--- config.mk ---
export PLATFORM = sky130hd
export DESIGN_NAME = reg_16bit
export DESIGN_NICKNAME = d
export VERILOG_FILES = /design/src/rtl/hack_pkg.sv /design/src/rtl/reg_16bit_bit_cell.sv /design/src/rtl/reg_16bit.sv
export SDC_FILE = /design/constraint.sdc
export NUM_CORES = 1
export LEC_CHECK = 0
export CORE_UTILIZATION = 34
export DETAILED_ROUTE_END_ITERATION = 10
export PLACE_DENSITY = 0.73
export SLEW_MARGIN = 20
export SYNTH_ARGS = -nofsm -noshare
export SYNTH_HDL_FRONTEND = slang
export SYNTH_HIERARCHICAL = 1
export SYNTH_SLANG_ARGS = --single-unit
--- constraint.sdc ---
create_clock -name clk -period 0.8 [get_ports clk]
set_clock_uncertainty 0.05 [all_clocks]
set_input_delay 0.16 -clock clk [delete_from_list [all_inputs] [get_ports clk]]
set_output_delay 0.16 -clock clk [all_outputs]
set_load 0.01 [all_outputs]
--- src/rtl/hack_pkg.sv ---
// Shared constants and types for the Hack memory hierarchy.
package hack_pkg;

  localparam int unsigned WORD_WIDTH  = 16;
  localparam int unsigned RAM8_ADDR_W = 3;

  typedef logic [WORD_WIDTH-1:0] word_t;

endpackage

--- src/rtl/reg_16bit_bit_cell.sv ---
// One-bit storage cell: hold/load mux feeding a D flop with synchronous clear.
module bit_cell (
  input  logic clk,
  input  logic reset,
  input  logic in,
  input  logic load,
  output logic out
);

  logic d_c;

  always_comb begin
    d_c = out;
    if (load) d_c = in;
  end

  always_ff @(posedge clk) begin
    if (reset) out <= 1'b0;
    else       out <= d_c;
  end

endmodule

--- src/rtl/reg_16bit.sv ---
// Word register: WIDTH independent bit cells sharing clock, reset and load.
module reg_16bit
  import hack_pkg::*;
#(
  parameter int unsigned WIDTH = WORD_WIDTH
) (
  input  logic             clk,
  input  logic             reset,
  input  logic [WIDTH-1:0] in,
  input  logic             load,
  output logic [WIDTH-1:0] out
);

  for (genvar k = 0; k < WIDTH; k++) begin : g_bit
    bit_cell u_cell (
      .clk   (clk),
      .reset (reset),
      .in    (in[k]),
      .load  (load),
      .out   (out[k])
    );
  end

endmodule

# Word-level counts from Yosys, hierarchy flattened
# Index checks and enable logic that the tools add are counted.
word_totals:
  elab_cells: 16
  inputBits: 19
  regBits: 16
  output_inout_bits: 16

# Depth between registers and ports, before layout
# Gate-level depths: netlist of the first run.
depth:
  ltp_word: 0
  ltp_mapped: 2
  depth_no_buf: 2

# By module
# Netlist of the first run, hierarchy kept.
by_module_without_submodules:
  columns: ["mod", "seq_area_each_um2", "cells_each", "n_inst", "area_each_um2"]
  rows:
  - ["bit_cell", 20.0, 3, 16, 33.8]

# Least setup slack after synthesis of the first run
# Ideal clock, no wire load.
synth_path:
  path_kind: "register -> register"
  startpoint: "register g_bit[0].u_cell/out (netlist name)"
  endpoint: "register g_bit[0].u_cell.out"
  path_slack_ns: 0.160
  n_path_buf: 0
  t_arrival_ns: 0.476
  synth_period_minus_slack_ns: 0.640
  stages_incl_launch_ff: 3
  t_required_ns: 0.636
  setup_ns: 0.114
  path_cell_list: "dfxtp_1 mux2i_1 nor2_1"
synth_lines:
  columns: ["item", "line_no", "source"]
  rows:
  - ["end signal: assignment", "reg_16bit_bit_cell.sv:18", "if (reset) out <= 1'b0;"]
  - ["end signal: assignment", "reg_16bit_bit_cell.sv:19", "else out <= d_c;"]
  - ["end: declaration", "reg_16bit_bit_cell.sv:7", "output logic out"]

# Worst setup path in the final report of the first run
layout_path:
  startpoint: "register g_bit[12].u_cell.out"
  endpoint: "output out[12]"
layout_lines:
  columns: ["item", "line_no", "source"]
  rows:
  - ["start: declaration", "reg_16bit_bit_cell.sv:7", null]
  - ["start signal: assignment", "reg_16bit_bit_cell.sv:18", null]
  - ["start signal: assignment", "reg_16bit_bit_cell.sv:19", null]
  - ["end: declaration", "reg_16bit.sv:11", "output logic [WIDTH-1:0] out"]
# No word-level cell between the ends.

==> flow_metrics.tcl, run 1 <==
set metrics [dict create \
    outcome "finished with violations" \
    violations "negative setup slack" \
    cts_buffer_depth 2 \
    ir_worst_vdd_mv 1.49 \
    root_buffer "clkbuf_4" \
    nets 110 \
    ys_types 3 \
    layout_common_cells "17 x clkdlybuf4s50_1, 16 x nor2_1, 16 x dfxtp_2, 16 x buf_6, 15 x mux2i_1" \
    wl_per_cell_um 11.6 \
    final_common_cell "clkdlybuf4s50_1" \
    p_leak_nw 0.486 \
    rsz0062_at_grt "yes" \
    totalPowerFinal_mw 1.76 \
    hold_buffers 0 \
    syn2layout_area_growth_pct 95.6 \
    clk_latency_ps 280 \
    cp_slowest_cell "dfxtp_2" \
    max_freq_mhz 1060 \
    regArea_um2 340 \
    cp-start-kind "flip-flop" \
    antenna_left 0 \
    place_congestion 0.609 \
    grt_antenna_before_repair 0 \
    drc_errors 0 \
    totalNegativeSetupSlack_ps -2130 \
    dr.pass1.iters 2 \
    routed_wl_um 1230 \
    fill_cells 125 \
    antenna_cells 0 \
    hold_class "input pin to flip-flop" \
    critPathBufInv 1 \
    htreeDepth 1 \
    crit_family "flip-flops" \
    crit_type "flip-flop to output pin" \
    seq_area_frac_synth_pct 59.3 \
    syn_nets 67 \
    yosysWarningCount 6 \
    viasPerCell 4.53 \
    drt_iter0_drc 2 \
    coreArea_um2 1490 \
    setup_viol 16 \
    grt_start_max_net_pins 17 \
    ys_ff_latch 16 \
    p_seq_share_pct 50.5 \
    drv_cap 0 \
    syn_area_um2 541 \
    clkSinkCount 16 \
    die_h_um 41.9 \
    worstPathCellList "buf_6" \
    clk_pin_slew_ps 90 \
    start_util_pct 36.3 \
    combPwrFrac_pct 20.4 \
    grt_overflow 0 \
    internal_power_mw 1.37 \
    grt_usage_pct 16.3 \
    worst_pin_slew_ps 166 \
    cp.required_ps 590 \
    hold_violations 0 \
    regMostFlops "g_bit.u_cell/out" \
    vias 480 \
    cts_tree "built" \
    slew_violations 0 \
    drive_above_1_share_pct 46.7 \
    grt_pass1_wl_um 2100 \
    slew_headroom_pct 88.6 \
    portBuffers 34 \
    worstPathMaxFanout 2 \
    avgSynthCellArea_um2 11.3 \
    critical_path.max_stage_delay_ps 340 \
    die_w_um 41.9 \
    numCtsBuffers 3 \
    multi_input_area_um2 224 \
    reg_top3 "g_bit.u_cell/out (16)" \
    syn_inst 48 \
    io_pins 35 \
    floorplan.die_area_um2 1750 \
    power_per_cell_area_nw_per_um2 1660 \
    setup_ws_ps -139 \
    rows 14 \
    end_kind "output pin" \
    worstPathArrival_ps 730 \
    fin_crit_sh_pct 117 \
    grt_pass1_vias 481 \
    min_period_ps 939 \
    p_clk_share_pct 29.1 \
    power.switching_mw 0.386 \
    largest_register_ffs 16 \
    p_sw_share_pct 22.0 \
]
through the flow:
step           instances  hold slack [ps]  util [%]  cell area (um^2)  setup WS (ps)
3_5_place_dp         100              431      63.2               941           -473
2_1_floorplan         48              182         -               541            160
3_3_place_gp         100              422      63.2               941           -453
6_report             106              416      71.0              1060           -139
4_1_cts              105              361      70.6              1050           -155
5_1_grt              106              421      71.0              1060           -179
kinds of logic (layout without fill, tap and decap cells):
kind of cell	count (synthesis)	count (layout)	synth area share (%)
flops	16	16	59.3
simple gates	16	16	11.1
buf+inv	0	42	0
mux	16	16	29.6
cells in the mapped netlist:
cell type  count  area, um^2
dfxtp_1       16         320
mux2i_1       16         160
nor2_1        16        60.1
power groups by stage:
stage	clock [mW]	sequential, mW	combinational, mW
after floorplan	0	0.907	0.0675
after global placement	0	0.885	0.325
after detailed placement	0	0.885	0.329
after CTS	0.538	0.886	0.358
after global routing	0.568	0.893	0.387
final	0.512	0.887	0.359
cell type report:
| type | count | share of cell area [%] |
|---|---|---|
| Timing Repair Buffer | 38 | 41.3 |
| Tap cell | 16 | 1.89 |
| Sequential cell | 16 | 32.2 |
| Multi-Input combinational cell | 32 | 21.2 |
| Clock buffer | 4 | 3.43 |
worst paths after layout:
kind,slack (ps),cells after the start,to,startpoint
worst max-delay path,-140,1,out[12],g_bit[12].u_cell/out
worst min-delay path,420,4,g_bit[3].u_cell/out,load
worst max register to register,10,3,g_bit[11].u_cell/out,g_bit[11].u_cell/out
worst min register to register,450,2,g_bit[7].u_cell/out,g_bit[7].u_cell/out
worst min-delay path, cell delays in order:
cell,delay (ps)
clkdlybuf4s15_2,260
buf_16,150
mux2i_1,70
nor2_1,70
per-layer routing:
layer / part of all wire [%] / vias up / track usage (%)
met5: 0 / - / 0
met4: 0 / 0 / 5.81
met3: 6.9 / 0 / 6.09
met2: 49 / 21 / 27.2
li1: - / 244 / -
met1: 44 / 215 / 18.9
timing repair:
item | CTS | global route
gates cloned | 1 | 0
gates resized for setup | 99 | 2
endpoints found under the setup margin | 32 | 17
setup buffers | 0 | 1
(Power assumes the default switching activity.)
==> inputs of run 2 (changes only) <==
- GPL_TIMING_DRIVEN: unset -> 0
==> flow_metrics.tcl, run 2 (same netlist as run 1, synthesis figures left out) <==
set metrics [dict create \
    syn2layout_area_growth_pct 81.7 \
    ir_worst_vdd_mv 1.13 \
    crit_family "flip-flops" \
    worstPathMaxFanout 2 \
    setup_ws_ps -135 \
    wl_per_cell_um 10.8 \
    dp.cells 98 \
    die_h_um 41.9 \
    crit_type "flip-flop to output pin" \
    p_leak_nw 0.457 \
    post-place-ws_ps -987 \
    hold_start "load" \
    layout_common_cells "16 x mux2i_1, 16 x nor2_1, 16 x dfxtp_2, 16 x clkdlybuf4s50_1, 16 x buf_6" \
    rows 14 \
    vias 467 \
    start_util_pct 36.3 \
    timing.hold.ws_ps 336 \
    coreArea_um2 1490 \
    nets 107 \
    totalNegativeSetupSlack_ps -2070 \
    antenna_cells 0 \
    drc_errors 0 \
    critical_path.max_stage_delay_ps 340 \
    hold_violations 0 \
    combPwrFrac_pct 18.2 \
    worstPathArrival_ps 720 \
    setup_viol 16 \
    cp.required_ps 590 \
    min_period_ps 935 \
    internal_power_mw 1.34 \
    largest_register_ffs 16 \
    totalPowerFinal_mw 1.71 \
    crit_start "g_bit[12].u_cell/out" \
    utilization_pct 66.0 \
    reg_top3 "g_bit.u_cell/out (16)" \
    dr.pass1.iters 2 \
    cp_slowest_cell "dfxtp_2" \
    grt_pass1_vias 467 \
    fin_cells 103 \
    place_congestion 0.605 \
    worstPathCellList "buf_6" \
    grt_usage_pct 13.7 \
    numCtsBuffers 3 \
    root_buffer "clkbuf_4" \
    viasPerCell 4.53 \
    fin_crit_sh_pct 117 \
    drv_cap 0 \
    antenna_left 0 \
    io_pins 35 \
    p_sw_share_pct 22.0 \
    regMostFlops "g_bit.u_cell/out" \
    portBuffers 34 \
    grt_start_max_net_pins 17 \
    routed_wl_um 1120 \
    hold_class "input pin to flip-flop" \
    place_area_um2 901 \
    outcome "finished with violations" \
    cts_tree "built" \
    slew_violations 0 \
    htreeDepth 1 \
    clk_latency_ps 270 \
    reg2reg_from "g_bit[7].u_cell/out" \
    clkSinkCount 16 \
    violations "negative setup slack" \
    power.switching_mw 0.376 \
    critPathBufInv 1 \
    drive_above_1_share_pct 43.7 \
    slew_headroom_pct 61.7 \
    floorplan.die_area_um2 1750 \
    grt_antenna_before_repair 0 \
    rsz0062_at_grt "yes" \
    cts_buffer_depth 2 \
    p_seq_share_pct 51.7 \
    die_w_um 41.9 \
    clk_pin_slew_ps 90 \
    end_kind "output pin" \
    drt_iter0_drc 1 \
    power_per_cell_area_nw_per_um2 1740 \
    grt_pass1_wl_um 1880 \
    cp-start-kind "flip-flop" \
    grt_overflow 0 \
    final_area_um2 982 \
    hpwlAfterDp_um 802 \
    worst_pin_slew_ps 574 \
    max_freq_mhz 1070 \
    p_clk_share_pct 30.1 \
]
run 2: layout make-up:
class                           count  area [um^2]
Multi-Input combinational cell     32          220
Tap cell                           16         20.0
Timing Repair Buffer               35          365
Sequential cell                    16          340
Fill cell                         135          507
Clock buffer                        4         36.3
run 2: final timing paths:
kind / cells past startpoint / endpoint / slack, ps
worst max-delay path: 1 / out[12] / -130
worst min-delay path: 3 / g_bit[11].u_cell/out / 340
worst max register to register: 3 / g_bit[7].u_cell/out / 10
worst min register to register: 2 / g_bit[11].u_cell/out / 450
run 2: power by group through the flow:
stage	registers (mW)	clock network, mW	logic, mW
5_1_grt	0.891	0.568	0.339
4_1_cts	0.885	0.532	0.310
3_5_place_dp	0.884	0	0.308
2_1_floorplan	0.907	0	0.0675
3_3_place_gp	0.883	0	0.305
6_report	0.884	0.516	0.311
run 2: what timing repair did:
item | CTS | global route
hold buffers | 0 | 0
endpoints found under the hold margin | 0 | 0
resized for setup | 102 | 2
setup endpoints to repair | 32 | 24
setup buffers | 0 | 1
run 2: per-layer routing:
metal	global-route usage, %	vias to the layer above	wire length (um)
met1	16.8	208	530
li1	-	238	-
met5	0	-	0
met3	4.78	0	105
met2	21.9	21	481
met4	5.81	0	0
==> edit, RTL diff (settings of run 1) <==
Put a register stage on the output `out`, without a reset. The value now appears one clock later.
--- a/src/rtl/reg_16bit.sv
+++ b/src/rtl/reg_16bit.sv
@@ -11,14 +11,20 @@
   output logic [WIDTH-1:0] out
 );
 
+  logic [WIDTH-1:0] out_d;
+
   for (genvar k = 0; k < WIDTH; k++) begin : g_bit
     bit_cell u_cell (
       .clk   (clk),
       .reset (reset),
       .in    (in[k]),
       .load  (load),
-      .out   (out[k])
+      .out   (out_d[k])
     );
+  end
+
+  always_ff @(posedge clk) begin
+      out <= out_d;
   end
 
 endmodule
Check against the original RTL: not equivalent (a bounded check fails within 4 cycles, from zero or initial values and one cycle with reset high).
==> edit against run 1 <==
  * The run still ends with negative setup slack left
  * Total power up 70%
  * Synthesized cell count is 33% higher
  * Design area increased by 27%
  * Wire length grew 33%
  * Worst setup slack worse by 0.045 ns
  * Die area rose by 56%
  * Area after synthesis is 59% higher
  * Sequential cell count rose by 16
  * Worst hold slack worse by 0.16 ns
  * Largest cell class is now flip-flops and latches
==> edit: results (changes against run 1) <==
outcome complete, but fails checks; violated checks negative setup slack; WL final 1640 µm (+33%); layout cell share with drive strength beyond 1 32.1% (-15 points); top cells by area, synth dfxtp_1 74%, mux2i_1 19%, nor2_1 7.0%; post-DR wirelength/cell 11.9 µm (+3.1%); Final Wtd Congestion 0.620 (+1.7%); Slew HR 90.1% (+1.5 points); registers with the most flip-flops g_bit.u_cell/out x16, out x16; Initial DRC Count 4 (+2); flop-to-flop setup slack 0.12 ns (+0.11 ns); first drt pass iteration count 3 (+1); clk_lat worst skew 0.32 ns (+0.04 ns); total CTS buffers 5 (+2); Internal Pwr Total 2.32 mW (+69%); critical path's slowest cell dfxtp_1; RR Startpoint g_bit[6].u_cell/out$_SDFFE_PP0P_; nets@finish 127 (+15%); crit path max fanout 1 (-1); TNS Setup -2.69 ns (-0.557 ns); leak pwr 0.626 nW (+29%); Synth top cells by count 32 x dfxtp_1, 16 x mux2i_1, 16 x nor2_1; vias in the first global route 597 (+24%); slowest cell delay on critical path 0.32 ns (-0.02 ns); Crit. Startpoint out[4]$_DFF_P_; post-synthesis mux area share 18.6% (-11 points); via count 591 (+23%); setup ws final -0.184 ns (-0.0447 ns); worst r2r dst g_bit[6].u_cell/out$_SDFFE_PP0P_; sequential element share of the synthesized area 74.4% (+15 points); Final Setup Violations 16 (unchanged); H-tree Lvls 2 (+1); crit path DAT 0.77 ns (+0.04 ns)
## edit: changes by cell type after synthesis
cell	change
dfxtp_1	+16
## edit: how the worst min path moves through the flow
stage                                       end  cells past startpoint  slack [ns]                         startpoint
3_5_place_dp                    out[11]$_DFF_P_                      0        0.28  g_bit[11].u_cell/out$_SDFFE_PP0P_
2_1_floorplan  g_bit[0].u_cell/out$_SDFFE_PP0P_                      1        0.18                              reset
5_1_grt        g_bit[5].u_cell/out$_SDFFE_PP0P_                      4        0.24                               load
6_report       g_bit[7].u_cell/out$_SDFFE_PP0P_                      4        0.26                               load
3_3_place_gp                     out[4]$_DFF_P_                      0        0.28   g_bit[4].u_cell/out$_SDFFE_PP0P_
4_1_cts                          out[8]$_DFF_P_                      0        0.30   g_bit[8].u_cell/out$_SDFFE_PP0P_
## edit: per-layer routing
metal	share of wire [%]	vias to the layer above	global-route usage, %
met4	1.8	0	7.89
met5	0	-	0
met3	11	5	9.57
li1	-	300	-
met1	43	259	16.0
met2	44	27	21.5
## edit: logic make-up (layout without fill, tap and decap cells)
family / Yosys count / after routing
buf+inv: 0 / 45
mux: 16 / 16
simple gates: 16 / 16
flops: 32 / 32
## edit: what timing repair did
| item | 4_1_cts | 5_1_grt |
|---|---|---|
| hold endpoints to repair | 0 | 0 |
| endpoints found under the setup margin | 32 | 22 |
| gates cloned | 1 | 0 |
| resized for setup | 70 | 11 |
| setup buffers | 0 | 0 |
## edit: worst reg2reg max path, stage by stage (launching register included)
cell	delay, ns
dfxtp_1	0.32
mux2i_1	0.14
nor2_1	0.07
## edit: final cells by class
type / count / area (µm²)
fill: 197 / 960
clock inverter: 2 / 10.0
sequential: 32 / 649
timing repair buffer: 37 / 372
multi-input combinational: 32 / 220
tap: 28 / 35.0
clock buffer: 6 / 51.3
## edit: power by group through the flow
stage / Combinational, mW / Clock (mW) / Sequential (mW)
floorplan: 0.0678 / 0 / 1.78
global placement: 0.330 / 0 / 1.75
detailed placement: 0.332 / 0 / 1.76
CTS: 0.318 / 0.967 / 1.72
global route: 0.356 / 1.05 / 1.74
finish: 0.330 / 0.926 / 1.73
## edit: stage by stage
stage               setup slack, ns  hold WS, ns
floorplan                     0.203        0.182
global placement             -0.465        0.285
detailed placement           -0.491        0.285
CTS                          -0.198        0.303
global route                 -0.225        0.239
finish                       -0.184        0.255
